### config.mk
export PLATFORM = sky130hd
export DESIGN_NAME = bram_readout
export DESIGN_NICKNAME = d
export VERILOG_FILES = /design/src/rtl/bram_readout_pkg.sv /design/src/rtl/bram_readout.sv
export SDC_FILE = /design/constraint.sdc
export NUM_CORES = 1
export LEC_CHECK = 0
export ABC_AREA = 1
export CAP_MARGIN = 20
export CELL_PAD_IN_SITES_DETAIL_PLACEMENT = 2
export CELL_PAD_IN_SITES_GLOBAL_PLACEMENT = 2
export CORE_UTILIZATION = 39
export DETAILED_ROUTE_END_ITERATION = 10
export DONT_BUFFER_PORTS = 1
export GPL_ROUTABILITY_DRIVEN = 0
export PLACE_DENSITY = 0.91
export SLEW_MARGIN = 20
export SYNTH_ARGS = -nofsm -noshare
export SYNTH_HDL_FRONTEND = slang
export SYNTH_SLANG_ARGS = --single-unit
export TNS_END_PERCENT = 20
### constraint.sdc
create_clock -name clock -period 2.4 [get_ports clock]
set_input_delay 0.6 -clock clock [delete_from_list [all_inputs] [get_ports clock]]
set_output_delay 0.6 -clock clock [all_outputs]
set_load 0.02 [all_outputs]
### src/rtl/bram_readout_pkg.sv
// Shared widths and FSM state encoding for the capture-buffer read side.
package bram_readout_pkg;

    localparam int unsigned NB_ADDR_DEF   = 15;
    localparam int unsigned NB_DATA_DEF   = 14;
    localparam int unsigned MAX_COUNT_DEF = 2047;

    typedef enum logic [2:0] {
        ST_IDLE    = 3'd0,
        ST_FETCH   = 3'd1,
        ST_WAIT    = 3'd2,
        ST_PRESENT = 3'd3,
        ST_DONE    = 3'd4
    } state_e;

endpackage

### src/rtl/bram_readout.sv
// Walks BRAM addresses 0..MAX_COUNT once per start and hands each word
// downstream on a valid/ready handshake.
// The read strobe is launched on the edge that enters FETCH, or on a later
// edge if that fetch was paused. The BRAM therefore returns data during WAIT,
// and the first word is valid three cycles after the start pulse.
module bram_readout
    import bram_readout_pkg::*;
#(
    parameter int unsigned NB_ADDR   = NB_ADDR_DEF,
    parameter int unsigned NB_DATA   = NB_DATA_DEF,
    parameter int unsigned MAX_COUNT = MAX_COUNT_DEF
) (
    input  logic               clock,
    input  logic               i_reset,
    input  logic               i_start,
    input  logic               i_enable,
    input  logic               i_abort,
    output logic [NB_ADDR-1:0] o_read_addr,
    output logic               o_read_enable,
    input  logic [NB_DATA-1:0] i_read_data,
    output logic [NB_DATA-1:0] o_data,
    output logic               o_valid,
    input  logic               i_ready,
    output logic               o_busy,
    output logic               o_done
);

    localparam logic [NB_ADDR-1:0] LAST_ADDR = NB_ADDR'(MAX_COUNT);

    state_e             state_q, state_d;
    logic [NB_ADDR-1:0] addr_q,  addr_d;
    logic [NB_DATA-1:0] data_q,  data_d;
    logic               valid_q, valid_d;
    logic               rden_q,  rden_d;
    logic               busy_q,  busy_d;
    logic               done_q,  done_d;

    // Next state, address counter, output register and strobes.
    always_comb begin
        state_d = state_q;
        addr_d  = addr_q;
        data_d  = data_q;
        valid_d = valid_q;
        rden_d  = 1'b0;
        done_d  = 1'b0;

        if (i_abort) begin
            state_d = ST_IDLE;
            addr_d  = '0;
            valid_d = 1'b0;
        end else begin
            case (state_q)
                ST_IDLE: begin
                    if (i_start && i_enable) begin
                        state_d = ST_FETCH;
                        addr_d  = '0;
                        rden_d  = 1'b1;
                    end
                end
                ST_FETCH: begin
                    // A strobe already out this cycle means the read is in flight.
                    if (rden_q) begin
                        state_d = ST_WAIT;
                    end else if (i_enable) begin
                        rden_d = 1'b1;
                    end
                end
                ST_WAIT: begin
                    data_d  = i_read_data;
                    valid_d = 1'b1;
                    state_d = ST_PRESENT;
                end
                ST_PRESENT: begin
                    if (i_ready) begin
                        valid_d = 1'b0;
                        if (addr_q == LAST_ADDR) begin
                            state_d = ST_DONE;
                            done_d  = 1'b1;
                        end else begin
                            state_d = ST_FETCH;
                            addr_d  = addr_q + NB_ADDR'(1);
                            rden_d  = i_enable;
                        end
                    end
                end
                ST_DONE: begin
                    addr_d  = '0;
                    state_d = ST_IDLE;
                end
                default: begin
                    state_d = ST_IDLE;
                    addr_d  = '0;
                    valid_d = 1'b0;
                end
            endcase
        end

        busy_d = (state_d != ST_IDLE);
    end

    // State and registered outputs.
    always_ff @(posedge clock or negedge i_reset) begin
        if (!i_reset) begin
            state_q <= ST_IDLE;
            addr_q  <= '0;
            data_q  <= '0;
            valid_q <= 1'b0;
            rden_q  <= 1'b0;
            busy_q  <= 1'b0;
            done_q  <= 1'b0;
        end else begin
            state_q <= state_d;
            addr_q  <= addr_d;
            data_q  <= data_d;
            valid_q <= valid_d;
            rden_q  <= rden_d;
            busy_q  <= busy_d;
            done_q  <= done_d;
        end
    end

    assign o_read_addr   = addr_q;
    assign o_read_enable = rden_q;
    assign o_data        = data_q;
    assign o_valid       = valid_q;
    assign o_busy        = busy_q;
    assign o_done        = done_q;

endmodule

==> results.cfg <==
[worst_setup_path]
critical_path_class = register to register
required_ns = 2.58
worstSetupStartpointType = register
path_max_fanout = 6
crit_path_end_kind = register
cp.arrival_ns = 2.36
reg2regPathDepth = 6

[min_path]
worstHoldPathType = input pin to asynchronous set/reset pin

[layout]
fin_nets = 261
layout-drive-gt1-share_pct = 22.4
diodes = 0
design_area_sq_um = 2190
fillCellCount = 549
syn_to_final_growth_pct = 8.04
final_util_pct = 45.1

[floorplan]
core-area_sq_um = 4850
initial_core_util_pct = 41.7
dieArea_sq_um = 5480
core.rowCount = 25
die_x_microns = 74.0
die_h_microns = 74.0
top_level_ports = 53

[drt]
drtIter0Drc = 69
vias = 1660
wl_per_cell_microns = 20.2
firstDrtPassIters = 4
drt-total-wl_microns = 6210
ant_nets = 0
route.detailed.drc = 0
viasPerCell = 5.39

[outcome]
status = complete, no violations

[placement]
place_area_sq_um = 2080
dp_hpwl_microns = 4490
port_buffers = 0

[logic_synthesis]
synth-async-reset-ratio_pct = 100
synthCells = 233
synthFlopType = dfrtp_1
synth_seq_cells = 36
synth_cell_types = 30
yosysWarningCount = 0
syn_nets = 254
yosys-top-cells-count = 48 x nand2_1, 36 x dfrtp_1, 28 x nor2_1, 24 x inv_1, 17 x nand3_1
postSynthAreaPerCell_sq_um = 8.68
synth_top_area_share_pct = 44.5
yosysMostFrequentCell = nand2_1
yosysTopAreaCell = dfrtp_1
ys_seq_area_share_pct = 44.5
synth_edf_count = 0
synth_area_leaders = dfrtp_1 45%, nand2_1 8.9%, mux2_2 7.8%
syn_area_sq_um = 2020

[clock_tree]
clk_pin_slew_ns = 0.08
cts_tree = yes
cts_inserted_buffers = 5
clock-sinks = 36
cts_buffer_depth = 2
post_cts_resized = 0
root_buffer = clkbuf_8
clock_latency_ns = 0.30
htree_num_levels = 2

[sta]
period_share_pct = 90.7
rsz0062_at_grt = no
clock_skew_ns = 0.0130
finalHoldViolCount = 0
tightest_slew_ns = 0.610
min_period_ns = 2.18
clock.fmax_mhz = 459
finalSetupViolCount = 0
final-max-slew-violation-count = 0
slew-limit-headroom_pct = 59.2
tns_ns = 0

[grt]
grt_pass1_vias = 1933
grt_max_degree = 37
gr-usage-all-layers_pct = 25.4
grt-ovfl-total = 0
grt_pass1_wl_microns = 10100
antenna_found_initial = 0

[power]
p_leak_uw = 0.00102
power_uw = 1440
powerDensity_nw_per_um2 = 657
vdd_drop_max_mv = 0.370

[run]
cap_violations = 0
[final timing paths]
kind / from / endpoint / slack [ns]
hold reg to reg: o_data[0] / o_data[0] / 0.67
setup / recovery: o_read_addr[0] / o_read_addr[0] / 0.22
min in group clock: i_abort / o_read_enable / 0.35
hold / removal: i_reset / o_done / 0.12
max in group asynchronous: i_reset / o_data[8] / 2.07
setup reg to reg: o_read_addr[0] / o_read_addr[0] / 0.22
[metrics by stage]
step                      setup slack [ns]  cells  hold WS (ns)
after detailed placement             0.283    299         0.306
final                                0.222    308         0.116
after global routing                0.0681    308         0.123
after floorplan                      0.701    233         0.304
after CTS                            0.231    308         0.129
after global placement               0.421    299         0.306
[state kept, by name (all words and copies together), names as in the netlist]
name and count:
o_busy 1, o_data 14, o_done 1, o_read_addr 15
o_read_enable 1, o_valid 1, state_q 3
[worst max-delay path, stage by stage, from the launching register on]
cell     delay, ns
dfrtp_1       0.55
ha_1          0.33
nand2_1       0.18
nor2_1        0.37
nand3_1       0.26
nand3_1       0.28
o21ai_1       0.09
[final cells by class]
class / count / area (sq um) / area share [%]
clock buffer: 7 / 76.3 / 3.49
timing repair buffer: 4 / 42.5 / 1.95
multi-input combinational: 167 / 973 / 44.5
sequential: 36 / 901 / 41.2
inverter: 26 / 100 / 4.58
clock inverter: 1 / 8.76 / 0.401
tap: 67 / 83.8 / 3.84
[where the power goes]
group	internal [uW]	total, uW	switching (uW)
clock network	207	439	232
registers	689	852	163
logic	72.2	145	72.8
total	968	1440	467
[logic make-up (layout without fill, tap and decap cells)]
logic type               after synthesis  in the layout  synth area share [%]
AO/OA/AOI/OAI                         20             20                  6.80
XOR/XNOR                               3              3                  1.30
adder cells (fa/ha/maj)                1              1                 0.618
buffers and inverters                 30             38                  7.36
flip-flops                            36             36                  44.5
multiplexers                          14             14                  7.79
AND/OR/NAND/NOR                      129            129                  31.6
[layer usage]
metal  up-vias  global-route usage, %  routed length [microns]  share of wire [%]
met5         -                      0                        0                  0
met4         0                   9.40                       98                1.6
met3         9                   5.56                      265                4.3
met2        37                   43.4                     3180                 51
met1       839                   31.4                     2670                 43
li1        775                      -                        -                  -
[layout by cell type (no fill, tap or decap), types with 2 or more instances in the layout]
cell,n
buf_4,3
dfrtp_1,36
inv_1,24
xor2_1,3
nor3_1,4
o21ai_0,2
nand2_1,48
a21oi_1,2
nand3_1,17
mux2_2,14
o21ai_1,5
o21ai_2,8
nand2_2,12
clkbuf_8,5
clkbuf_1,2
or2_2,2
nor2_1,28
nand4_1,12
[what timing repair did]
item	CTS	global route
buffers inserted	0	0
hold buffers	1	0
hold endpoints to repair	36	0
(Power assumes the default switching activity.)
